`config.mk`:
```
export PLATFORM = sky130hd
export DESIGN_NAME = vm_result_decoder
export DESIGN_NICKNAME = d
export VERILOG_FILES = /design/src/rtl/vm_result_decoder.sv
export SDC_FILE = /design/constraint.sdc
export NUM_CORES = 1
export LEC_CHECK = 0
export CAP_MARGIN = 20
export CORE_MARGIN = 1.5
export CORE_UTILIZATION = 50
export CTS_CLUSTER_SIZE = 25
export DETAILED_ROUTE_END_ITERATION = 10
export PLACE_DENSITY = 0.8
export SYNTH_ARGS = -nofsm -noshare
export SYNTH_HDL_FRONTEND = slang
export SYNTH_SLANG_ARGS = --single-unit
```
`constraint.sdc`:
```
create_clock -name clk -period 5.85 [get_ports clk]
set_clock_uncertainty 0.15 [all_clocks]
set_input_delay 0.585 -clock clk [delete_from_list [all_inputs] [get_ports clk]]
set_output_delay 0.585 -clock clk [all_outputs]
set_load 0.05 [all_outputs]
```
`src/rtl/vm_result_decoder.sv`:
```
// Result-burst decoder for the vending machine.
// Collects one NUM_ITEMS-beat burst into staging registers, then loads a
// registered record (item, change coins, change total, sold counts) that is
// handed downstream over a valid/ready handshake. Malformed bursts and
// records that arrive while the output is still occupied are reported with
// one-cycle error pulses.
module vm_result_decoder #(
  parameter int NUM_ITEMS = 6,
  parameter int NUM_W     = 6,
  parameter int RES_W     = 4
) (
  input  logic                       clk,
  input  logic                       rst,
  input  logic                       in_valid,
  input  logic [RES_W-1:0]           in_result,
  input  logic [NUM_W-1:0]           in_num,
  input  logic                       out_ready,
  output logic                       out_valid,
  output logic [2:0]                 out_item,
  output logic [RES_W-1:0]           out_c50,
  output logic [RES_W-1:0]           out_c20,
  output logic [RES_W-1:0]           out_c10,
  output logic [RES_W-1:0]           out_c5,
  output logic [RES_W-1:0]           out_c1,
  output logic [10:0]                out_change,
  output logic [NUM_ITEMS*NUM_W-1:0] out_sold,
  output logic                       err_frame,
  output logic                       err_overrun
);

  localparam int LAST = NUM_ITEMS - 1;
  localparam int CNT_W = $clog2(NUM_ITEMS);
  localparam logic [CNT_W-1:0] LAST_BEAT = CNT_W'(LAST);
  localparam logic [RES_W-1:0] MAX_ITEM  = RES_W'(NUM_ITEMS);

  typedef enum logic {S_IDLE, S_BEAT} state_t;

  state_t           state_q, state_d;
  logic [CNT_W-1:0] cnt_q, cnt_d;
  logic             capture, complete, gap;

  // Staging for beats 0..LAST-1; the last beat is consumed straight from the inputs.
  logic [RES_W-1:0] res_p0 [LAST];
  logic [NUM_W-1:0] num_p0 [LAST];

  logic                       bad_item, load, overrun, frame;
  logic [NUM_ITEMS*NUM_W-1:0] sold_d;

  // Change total from coin counts using shift-add weights (50=32+16+2, 20=16+4, 10=8+2, 5=4+1).
  function automatic logic [10:0] change_sum(
    input logic [RES_W-1:0] c50,
    input logic [RES_W-1:0] c20,
    input logic [RES_W-1:0] c10,
    input logic [RES_W-1:0] c5,
    input logic [RES_W-1:0] c1
  );
    logic [10:0] a50, a20, a10, a5, a1;
    a50 = 11'(c50);
    a20 = 11'(c20);
    a10 = 11'(c10);
    a5  = 11'(c5);
    a1  = 11'(c1);
    return (a50 << 5) + (a50 << 4) + (a50 << 1)
         + (a20 << 4) + (a20 << 2)
         + (a10 << 3) + (a10 << 1)
         + (a5 << 2) + a5
         + a1;
  endfunction

  // Collector state and beat counter register.
  always_ff @(posedge clk) begin
    if (rst) begin
      state_q <= S_IDLE;
      cnt_q   <= '0;
    end else begin
      state_q <= state_d;
      cnt_q   <= cnt_d;
    end
  end

  // Collector next state: capture beats, detect completion and mid-burst gaps.
  always_comb begin
    state_d  = state_q;
    cnt_d    = cnt_q;
    capture  = 1'b0;
    complete = 1'b0;
    gap      = 1'b0;
    case (state_q)
      S_IDLE: begin
        if (in_valid) begin
          capture = 1'b1;
          state_d = S_BEAT;
          cnt_d   = CNT_W'(1);
        end
      end
      S_BEAT: begin
        if (in_valid) begin
          capture = 1'b1;
          if (cnt_q == LAST_BEAT) begin
            complete = 1'b1;
            state_d  = S_IDLE;
            cnt_d    = '0;
          end else begin
            cnt_d = cnt_q + 1'b1;
          end
        end else begin
          gap     = 1'b1;
          state_d = S_IDLE;
          cnt_d   = '0;
        end
      end
      default: begin
        state_d = S_IDLE;
        cnt_d   = '0;
      end
    endcase
  end

  // Staging capture; a gap throws away the partial burst.
  always_ff @(posedge clk) begin
    if (rst || gap) begin
      for (int i = 0; i < LAST; i++) begin
        res_p0[i] <= '0;
        num_p0[i] <= '0;
      end
    end else if (capture && cnt_q != LAST_BEAT) begin
      res_p0[cnt_q] <= in_result;
      num_p0[cnt_q] <= in_num;
    end
  end

  // Completion decisions and sold-count packing (last beat taken from inputs).
  always_comb begin
    bad_item = res_p0[0] > MAX_ITEM;
    load     = complete && !bad_item && (!out_valid || out_ready);
    overrun  = complete && !bad_item && out_valid && !out_ready;
    frame    = gap || (complete && bad_item);
    sold_d   = '0;
    for (int i = 0; i < LAST; i++) begin
      sold_d[i*NUM_W +: NUM_W] = num_p0[i];
    end
    sold_d[LAST*NUM_W +: NUM_W] = in_num;
  end

  // ---- output record stage ----
  // Record register, handshake and error pulses; a load wins over a consume.
  always_ff @(posedge clk) begin
    if (rst) begin
      out_valid   <= 1'b0;
      out_item    <= '0;
      out_c50     <= '0;
      out_c20     <= '0;
      out_c10     <= '0;
      out_c5      <= '0;
      out_c1      <= '0;
      out_change  <= '0;
      out_sold    <= '0;
      err_frame   <= 1'b0;
      err_overrun <= 1'b0;
    end else begin
      err_frame   <= frame;
      err_overrun <= overrun;
      if (load) begin
        out_valid  <= 1'b1;
        out_item   <= res_p0[0][2:0];
        out_c50    <= res_p0[1];
        out_c20    <= res_p0[2];
        out_c10    <= res_p0[3];
        out_c5     <= res_p0[4];
        out_c1     <= in_result;
        out_change <= change_sum(res_p0[1], res_p0[2], res_p0[3], res_p0[4], in_result);
        out_sold   <= sold_d;
      end else if (out_valid && out_ready) begin
        out_valid <= 1'b0;
      end
    end
  end

endmodule

```
==> flow_summary.html, run 1 <==
<table>
<tr><th>Metric</th><th>Value</th></tr>
<tr><th colspan="2">Run</th></tr>
<tr><td>Max cap viols</td><td>0</td></tr>
<tr><th colspan="2">Logic synthesis</th></tr>
<tr><td>Number of warnings reported in the yosys synthesis log</td><td>0</td></tr>
<tr><td>Mean area per synthesized cell</td><td>10.3 um2</td></tr>
<tr><td>Most common flop cell mapped by yosys</td><td>dfxtp_1</td></tr>
<tr><td>Number of synthesized flops with an enable pin</td><td>50</td></tr>
<tr><td>Register bit count reported by yosys</td><td>127</td></tr>
<tr><td>Synthesized instance count</td><td>563</td></tr>
<tr><td>Synthesized net count</td><td>619</td></tr>
<tr><td>Number of library cell types mapped by synthesis</td><td>43</td></tr>
<tr><td>Cell area after synthesis</td><td>0.00580 mm2</td></tr>
<tr><td>Sequential share of the synthesized area</td><td>52.5%</td></tr>
<tr><td>Post-synth ARST share</td><td>0%</td></tr>
<tr><th colspan="2">Clocking</th></tr>
<tr><td>CTS HTree Levels</td><td>4</td></tr>
<tr><td>Count of clock tree sinks</td><td>127</td></tr>
<tr><td>Number of hold buffers added after cts</td><td>0</td></tr>
<tr><td>TritonCTS clock tree</td><td>yes</td></tr>
<tr><td>Post CTS Setup Buffer Count</td><td>0</td></tr>
<tr><td>Post-cts resize count</td><td>0</td></tr>
<tr><td>Clk slew on worst S/H paths</td><td>0.06 ns</td></tr>
<tr><td>Maximum root-to-sink buffer count</td><td>2</td></tr>
<tr><td>Buffer cell driving the clock tree root</td><td>clkbuf_16</td></tr>
<tr><td>Clock insertion delay at the later pin of the skew report</td><td>0.42 ns</td></tr>
<tr><td>TritonCTS Buffers</td><td>17</td></tr>
<tr><th colspan="2">Setup path</th></tr>
<tr><td>Capturing element type of the critical path</td><td>register</td></tr>
<tr><td>CP Launch Type</td><td>input port</td></tr>
<tr><td>Category of the critical setup timing path</td><td>in2reg</td></tr>
<tr><td>Worst-path maximum fanout</td><td>7</td></tr>
<tr><td>Critical path data arrival time</td><td>4.84 ns</td></tr>
<tr><td>CP required</td><td>5.99 ns</td></tr>
<tr><th colspan="2">Die</th></tr>
<tr><td>Initial core utilization</td><td>51.0%</td></tr>
<tr><td>Chip Height</td><td>111 um</td></tr>
<tr><td>Cell Rows</td><td>39</td></tr>
<tr><td>Die area</td><td>0.0122 mm2</td></tr>
<tr><td>Core Box Area</td><td>0.0114 mm2</td></tr>
<tr><td>Number of top-level design ports</td><td>87</td></tr>
<tr><td>Die extent in x</td><td>111 um</td></tr>
<tr><th colspan="2">Timing</th></tr>
<tr><td>Total negative slack</td><td>0 ns</td></tr>
<tr><td>Unrepaired setup endpoints after global routing</td><td>false</td></tr>
<tr><td>Portion of the clock cycle consumed by the worst path in the final layout</td><td>80.3%</td></tr>
<tr><td>Slack of the critical path</td><td>1.15 ns</td></tr>
<tr><td>Maximum clock rate</td><td>213 MHz</td></tr>
<tr><td>Worst Max-Slew Pin Slew</td><td>0.856 ns</td></tr>
<tr><td>Worst relative slew slack</td><td>42.9%</td></tr>
<tr><td>Final slew viol count</td><td>0</td></tr>
<tr><td>Clock period minus final worst setup slack</td><td>4.70 ns</td></tr>
<tr><td>Final setup violating endpoints</td><td>0</td></tr>
<tr><td>Count of endpoints failing hold in the final timing report</td><td>0</td></tr>
<tr><td>Hold Worst Slack</td><td>0.305 ns</td></tr>
<tr><th colspan="2">Pwr</th></tr>
<tr><td>VDD IR max</td><td>228 uV</td></tr>
<tr><td>Power Dens Cells</td><td>330 mW/mm2</td></tr>
<tr><td>Leakage power</td><td>2.76 nW</td></tr>
<tr><td>PnR Total Power</td><td>2.41 mW</td></tr>
<tr><th colspan="2">Route</th></tr>
<tr><td>Post-route DRC violation count</td><td>0</td></tr>
<tr><td>Post-DRT Antenna Nets</td><td>0</td></tr>
<tr><td>Number of DRC violations after detailed-routing iteration 0</td><td>329</td></tr>
<tr><td>Wire length per cell</td><td>16.1 um</td></tr>
<tr><td>Number of search-and-repair iterations in the first detailed-routing pass</td><td>5</td></tr>
<tr><td>Total via count in the routed design</td><td>4262</td></tr>
<tr><td>Final wirelength</td><td>12900 um</td></tr>
<tr><td>Routed vias/inst</td><td>5.32</td></tr>
<tr><th colspan="2">Layout</th></tr>
<tr><td>Final non-filler cell area</td><td>0.00730 mm2</td></tr>
<tr><td>Cell Count, Final, Fillers Out</td><td>801</td></tr>
<tr><td>Commonest non-fill, non-tap cell in the layout</td><td>nand2_1</td></tr>
<tr><td>Commonest cells after routing, fill and taps aside</td><td>137 x nand2_1, 85 x clkdlybuf4s50_1, 77 x dfxtp_1, 74 x a21oi_1, 50 x edfxtp_1</td></tr>
<tr><td>Diode count</td><td>0</td></tr>
<tr><td>Synth-to-layout area growth</td><td>25.9%</td></tr>
<tr><td>Post-layout utilization of the core</td><td>64.2%</td></tr>
<tr><td>Share of final-layout standard cells stronger than drive strength 1</td><td>8.36%</td></tr>
<tr><td>Net count, final</td><td>701</td></tr>
<tr><th colspan="2">GRT</th></tr>
<tr><td>Initial antenna violation count</td><td>0</td></tr>
<tr><td>Vias in the first global route</td><td>4315</td></tr>
<tr><td>Remaining Overflow, GRT</td><td>0</td></tr>
<tr><td>Maximum number of pins on one net before global-route repair</td><td>83</td></tr>
<tr><td>Global-route wire length before repair</td><td>21200 um</td></tr>
<tr><td>Global-route total usage across every layer</td><td>22.0%</td></tr>
<tr><th colspan="2">Place</th></tr>
<tr><td>Post-Place Setup Slack</td><td>0.805 ns</td></tr>
<tr><td>Weighted congestion at the end of routability-driven global placement</td><td>0.842</td></tr>
<tr><td>DP Cell Count</td><td>768</td></tr>
<tr><td>Detailed placement HPWL</td><td>8320 um</td></tr>
<tr><td>Post-DP Area</td><td>0.00666 mm2</td></tr>
<tr><td>Number of port buffers</td><td>86</td></tr>
<tr><th colspan="2">Hold path</th></tr>
<tr><td>Min-Delay Path Class</td><td>reg2reg</td></tr>
<tr><th colspan="2">Run status</th></tr>
<tr><td>Result of the run</td><td>finished clean</td></tr>
</table>
==> where the power goes <==
| part | internal (mW) | total (mW) | switching (mW) |
|---|---|---|---|
| registers | 0.942 | 0.960 | 0.0183 |
| logic | 0.148 | 0.355 | 0.207 |
| clock network | 0.652 | 1.09 | 0.442 |
| total | 1.74 | 2.41 | 0.668 |
==> sequential cells by signal (all words and copies together) (netlist names), 3 cells and up <==
register / flops
out_c1: 4
out_change: 11
cnt_q: 3
out_item: 3
res_p0: 20
out_c5: 4
out_c10: 4
num_p0: 30
out_sold: 36
out_c20: 4
out_c50: 4
==> cell families after synthesis <==
family	after synthesis	synth area share, %
compound gates	95	9.69
xor+xnor	1	0.151
fa+ha+maj	42	12.3
buf+inv	77	6.73
flops	127	52.5
simple gates	221	18.6
==> cell usage after synthesis (6+ instances only) <==
cell	instances	area share, %
nand2_1	137	8.9
dfxtp_1	77	27
a21oi_1	74	6.4
edfxtp_1	50	26
inv_1	49	3.2
and2_1	47	5.1
fa_1	25	8.6
ha_1	17	3.7
clkbuf_1	9	0.58
buf_6	8	1.6
nand2b_1	7	0.76
buf_2	6	0.52
nor2_1	6	0.39
==> critical path: stages <==
cell	delay, ns
clkdlybuf4s50_1	0.58
fa_1	0.63
inv_1	0.07
fa_1	0.44
fa_1	0.53
inv_1	0.06
fa_1	0.46
ha_1	0.28
fa_1	0.45
a211o_1	0.30
a21oi_1	0.22
o21a_1	0.16
o211ai_2	0.08
==> cell type report <==
class,count,area (um2)
multi-input combinational,359,2360
inverter,49,184
clock inverter,15,190
sequential,127,3040
fill,870,4070
tap,143,179
clock buffer,17,425
timing repair buffer,91,913
==> layer usage <==
| metal | track usage [%] | share of wire (%) | vias up |
|---|---|---|---|
| met5 | 0 | 0 | - |
| met4 | 9.91 | 2.7 | 0 |
| met3 | 5.47 | 5.8 | 33 |
| met2 | 36.5 | 50 | 154 |
| met1 | 27.2 | 41 | 2066 |
| li1 | - | - | 2009 |
==> worst paths after layout <==
check	start	slack (ns)	cells past startpoint	endpoint
max	in_result[3]	1.15	13	out_change[10]$_SDFFE_PP0P_
min	out_sold[6]$_SDFFE_PP0P_	0.31	2	out_sold[6]$_SDFFE_PP0P_
max reg2reg	res_p0[1][0]$_SDFFCE_PN0P_	1.41	12	out_change[10]$_SDFFE_PP0P_
min reg2reg	out_sold[6]$_SDFFE_PP0P_	0.31	2	out_sold[6]$_SDFFE_PP0P_
(Power assumes the default switching activity.)
==> run 2: changes to the inputs <==
==> constraint.sdc (replaced) <==
create_clock -name clk -period 4.9 [get_ports clk]
set_clock_uncertainty 0.15 [all_clocks]
set_input_delay 0.49 -clock clk [delete_from_list [all_inputs] [get_ports clk]]
set_output_delay 0.49 -clock clk [all_outputs]
set_load 0.05 [all_outputs]
==> flow_summary.html, run 2 (synthesis results as in run 1) <==
<table>
<tr><th>Metric</th><th>Value</th></tr>
<tr><th colspan="2">Die</th></tr>
<tr><td>Initial core utilization</td><td>51.0% (unchanged)</td></tr>
<tr><td>Cell Rows</td><td>39 (unchanged)</td></tr>
<tr><td>Number of top-level design ports</td><td>87 (unchanged)</td></tr>
<tr><td>Core Box Area</td><td>0.0114 mm2 (unchanged)</td></tr>
<tr><td>Chip Height</td><td>111 um (unchanged)</td></tr>
<tr><td>Die extent in x</td><td>111 um (unchanged)</td></tr>
<tr><td>Die area</td><td>0.0122 mm2 (unchanged)</td></tr>
<tr><th colspan="2">Setup path</th></tr>
<tr><td>Most Frequent Cell on Critical Path</td><td>fa_1 (unchanged)</td></tr>
<tr><td>Capturing element type of the critical path</td><td>register (unchanged)</td></tr>
<tr><td>Worst-path maximum fanout</td><td>7 (unchanged)</td></tr>
<tr><td>CP Launch Type</td><td>input port (unchanged)</td></tr>
<tr><td>Depth of the most critical reg-to-reg path</td><td>12 (unchanged)</td></tr>
<tr><td>Critical path data arrival time</td><td>4.71 ns (was 4.84 ns)</td></tr>
<tr><td>Max incr delay on CP</td><td>0.59 ns (was 0.63 ns)</td></tr>
<tr><td>Category of the critical setup timing path</td><td>in2reg (unchanged)</td></tr>
<tr><td>Launching point of the worst reg2reg path</td><td>res_p0[1][0]$_SDFFCE_PN0P_ (unchanged)</td></tr>
<tr><td>CP required</td><td>5.04 ns (was 5.99 ns)</td></tr>
<tr><td>Cell Chain, Critical Path</td><td>clkdlybuf4s50_1, fa_1, inv_1, fa_1, fa_1, inv_1, fa_1, ha_1, fa_1, a211o_1, a21oi_1, o21a_1, o211ai_2 (unchanged)</td></tr>
<tr><td>Register-to-register setup slack</td><td>0.47 ns (was 1.41 ns)</td></tr>
<tr><td>Capture instance of the worst register-to-register path</td><td>out_change[10]$_SDFFE_PP0P_ (unchanged)</td></tr>
<tr><td>Crit path max-delay cell type</td><td>fa_1 (unchanged)</td></tr>
<tr><th colspan="2">Clocking</th></tr>
<tr><td>Clk slew on worst S/H paths</td><td>0.06 ns (about the same)</td></tr>
<tr><td>Maximum root-to-sink buffer count</td><td>2 (unchanged)</td></tr>
<tr><td>CTS HTree Levels</td><td>4 (unchanged)</td></tr>
<tr><td>Number of hold buffers added after cts</td><td>0 (unchanged)</td></tr>
<tr><td>Buffer cell driving the clock tree root</td><td>clkbuf_16 (unchanged)</td></tr>
<tr><td>TritonCTS clock tree</td><td>yes (unchanged)</td></tr>
<tr><td>Clock insertion delay at the later pin of the skew report</td><td>0.41 ns (was 0.42 ns)</td></tr>
<tr><td>Post CTS Setup Buffer Count</td><td>0 (unchanged)</td></tr>
<tr><td>Post-cts resize count</td><td>0 (unchanged)</td></tr>
<tr><td>Count of clock tree sinks</td><td>127 (unchanged)</td></tr>
<tr><td>TritonCTS Buffers</td><td>17 (unchanged)</td></tr>
<tr><th colspan="2">Pwr</th></tr>
<tr><td>PnR Total Power</td><td>2.81 mW (was 2.41 mW)</td></tr>
<tr><td>Power Dens Cells</td><td>388 mW/mm2 (was 330 mW/mm2)</td></tr>
<tr><td>Relative contribution of sequential cells to total power</td><td>40.7% (was 39.9%)</td></tr>
<tr><td>Sw Ratio</td><td>27.9% (was 27.7%)</td></tr>
<tr><td>Combinational share of power</td><td>14.9% (was 14.7%)</td></tr>
<tr><td>Clock network fraction of total power</td><td>44.5% (was 45.4%)</td></tr>
<tr><td>Leakage power</td><td>2.75 nW (was 2.76 nW)</td></tr>
<tr><td>VDD IR max</td><td>254 uV (was 228 uV)</td></tr>
<tr><td>Total net switching power</td><td>0.786 mW (was 0.668 mW)</td></tr>
<tr><td>Internal Pwr Total</td><td>2.03 mW (was 1.74 mW)</td></tr>
<tr><th colspan="2">Route</th></tr>
<tr><td>Number of search-and-repair iterations in the first detailed-routing pass</td><td>5 (unchanged)</td></tr>
<tr><td>Number of DRC violations after detailed-routing iteration 0</td><td>299 (was 329)</td></tr>
<tr><td>Post-DRT Antenna Nets</td><td>0 (unchanged)</td></tr>
<tr><td>Total via count in the routed design</td><td>4232 (was 4262)</td></tr>
<tr><td>Routed vias/inst</td><td>5.28 (was 5.32)</td></tr>
<tr><td>Post-route DRC violation count</td><td>0 (unchanged)</td></tr>
<tr><td>Wire length per cell</td><td>15.8 um (was 16.1 um)</td></tr>
<tr><td>Final wirelength</td><td>12700 um (was 12900 um)</td></tr>
<tr><th colspan="2">GRT</th></tr>
<tr><td>Maximum number of pins on one net before global-route repair</td><td>82 (was 83)</td></tr>
<tr><td>Remaining Overflow, GRT</td><td>0 (unchanged)</td></tr>
<tr><td>Initial antenna violation count</td><td>0 (unchanged)</td></tr>
<tr><td>Global-route total usage across every layer</td><td>21.4% (was 22.0%)</td></tr>
<tr><td>Global-route wire length before repair</td><td>20800 um (was 21200 um)</td></tr>
<tr><td>Vias in the first global route</td><td>4238 (was 4315)</td></tr>
<tr><th colspan="2">Place</th></tr>
<tr><td>DP Cell Count</td><td>769 (was 768)</td></tr>
<tr><td>Weighted congestion at the end of routability-driven global placement</td><td>0.844 (was 0.842)</td></tr>
<tr><td>Detailed placement HPWL</td><td>8540 um (was 8320 um)</td></tr>
<tr><td>Post-DP Area</td><td>0.00666 mm2 (about the same)</td></tr>
<tr><td>Post-Place Setup Slack</td><td>-0.0547 ns (was 0.805 ns)</td></tr>
<tr><td>Number of port buffers</td><td>86 (unchanged)</td></tr>
<tr><th colspan="2">Timing</th></tr>
<tr><td>Final slew viol count</td><td>0 (unchanged)</td></tr>
<tr><td>Hold Worst Slack</td><td>0.236 ns (was 0.305 ns)</td></tr>
<tr><td>Final setup violating endpoints</td><td>0 (unchanged)</td></tr>
<tr><td>Count of endpoints failing hold in the final timing report</td><td>0 (unchanged)</td></tr>
<tr><td>Worst Max-Slew Pin Slew</td><td>0.841 ns (was 0.856 ns)</td></tr>
<tr><td>Unrepaired setup endpoints after global routing</td><td>false (unchanged)</td></tr>
<tr><td>Maximum clock rate</td><td>219 MHz</td></tr>
<tr><td>Slack of the critical path</td><td>0.334 ns (was 1.15 ns)</td></tr>
<tr><td>Worst relative slew slack</td><td>44.0% (was 42.9%)</td></tr>
<tr><td>Portion of the clock cycle consumed by the worst path in the final layout</td><td>93.2%</td></tr>
<tr><td>Clock period minus final worst setup slack</td><td>4.57 ns</td></tr>
<tr><td>Total negative slack</td><td>0 ns (unchanged)</td></tr>
<tr><th colspan="2">Run status</th></tr>
<tr><td>Result of the run</td><td>finished clean (unchanged)</td></tr>
<tr><th colspan="2">Run</th></tr>
<tr><td>Max cap viols</td><td>0 (unchanged)</td></tr>
<tr><th colspan="2">Hold path</th></tr>
<tr><td>Worst min-delay path endpoint</td><td>state_q$_SDFF_PP0_ (was out_sold[6]$_SDFFE_PP0P_)</td></tr>
<tr><td>Hold Crit Start</td><td>rst (was out_sold[6]$_SDFFE_PP0P_)</td></tr>
<tr><td>Min-Delay Path Class</td><td>in2reg (was reg2reg)</td></tr>
<tr><td>Worst hold path stage count</td><td>3 (was 2)</td></tr>
<tr><th colspan="2">Layout</th></tr>
<tr><td>Top Registers</td><td>out_sold: 36 flops, num_p0: 30 flops, res_p0: 20 flops (unchanged)</td></tr>
<tr><td>Synth-to-layout area growth</td><td>25.3% (was 25.9%)</td></tr>
<tr><td>Total area of multi-input combinational cells</td><td>0.00236 mm2 (unchanged)</td></tr>
<tr><td>Largest register FFs</td><td>36 (unchanged)</td></tr>
<tr><td>Area occupied by registers</td><td>0.00304 mm2 (unchanged)</td></tr>
<tr><td>Net count, final</td><td>701 (unchanged)</td></tr>
<tr><td>Commonest non-fill, non-tap cell in the layout</td><td>nand2_1 (unchanged)</td></tr>
<tr><td>Diode count</td><td>0 (unchanged)</td></tr>
<tr><td>Final non-filler cell area</td><td>0.00726 mm2 (was 0.00730 mm2)</td></tr>
<tr><td>Cell Count, Final, Fillers Out</td><td>801 (unchanged)</td></tr>
<tr><td>Share of final-layout standard cells stronger than drive strength 1</td><td>8.36% (unchanged)</td></tr>
<tr><td>Number of inserted filler cells in the final layout</td><td>879 (was 870)</td></tr>
<tr><td>Commonest cells after routing, fill and taps aside</td><td>137 x nand2_1, 85 x clkdlybuf4s50_1, 77 x dfxtp_1, 74 x a21oi_1, 50 x edfxtp_1 (unchanged)</td></tr>
<tr><td>Register containing the most flip-flops in the final layout</td><td>out_sold (unchanged)</td></tr>
<tr><td>Post-layout utilization of the core</td><td>63.9% (was 64.2%)</td></tr>
</table>
run 2: worst max path at each step:
stage / start / slack [ns] / to / depth (start not counted)
after floorplan: res_p0[4][2]$_SDFFCE_PN0P_ / 0.77 / out_change[10]$_SDFFE_PP0P_ / 12
after global placement: in_result[3] / 0.08 / out_change[10]$_SDFFE_PP0P_ / 13
after detailed placement: in_result[3] / -0.05 / out_change[10]$_SDFFE_PP0P_ / 13
after CTS: in_result[3] / 0.35 / out_change[10]$_SDFFE_PP0P_ / 13
after global routing: in_result[3] / 0.19 / out_change[10]$_SDFFE_PP0P_ / 13
final: in_result[3] / 0.33 / out_change[10]$_SDFFE_PP0P_ / 13
run 2: critical path: cells and delay by family:
family	cells	cell delay, ns
AOI/OAI and AO/OA	4	0.78
adders and majority gates	6	2.75
buffers and inverters	3	0.68
run 2: cell type report:
type                            count  area share [%]
Sequential cell                   127            41.9
Multi-Input combinational cell    359            32.6
Timing Repair Buffer               91            12.3
Clock buffer                       17            5.86
Inverter                           49            2.53
Tap cell                          143            2.46
Clock inverter                     15            2.38
run 2: power by group through the flow:
stage / combinational, mW / clock (mW) / sequential (mW)
3_3_place_gp: 0.384 / 0 / 1.17
6_report: 0.418 / 1.25 / 1.15
4_1_cts: 0.417 / 1.27 / 1.14
2_1_floorplan: 0.313 / 0 / 1.16
5_1_grt: 0.469 / 1.32 / 1.15
3_5_place_dp: 0.407 / 0 / 1.17
run 2: layer usage:
layer  up-vias  share of wire, %  global-route usage (%)
met5         -                 0                       0
met4         0               2.6                    8.46
met3        27               5.7                    4.76
met2       154                49                    35.6
met1      2051                42                    27.4
li1       2000                 -                       -
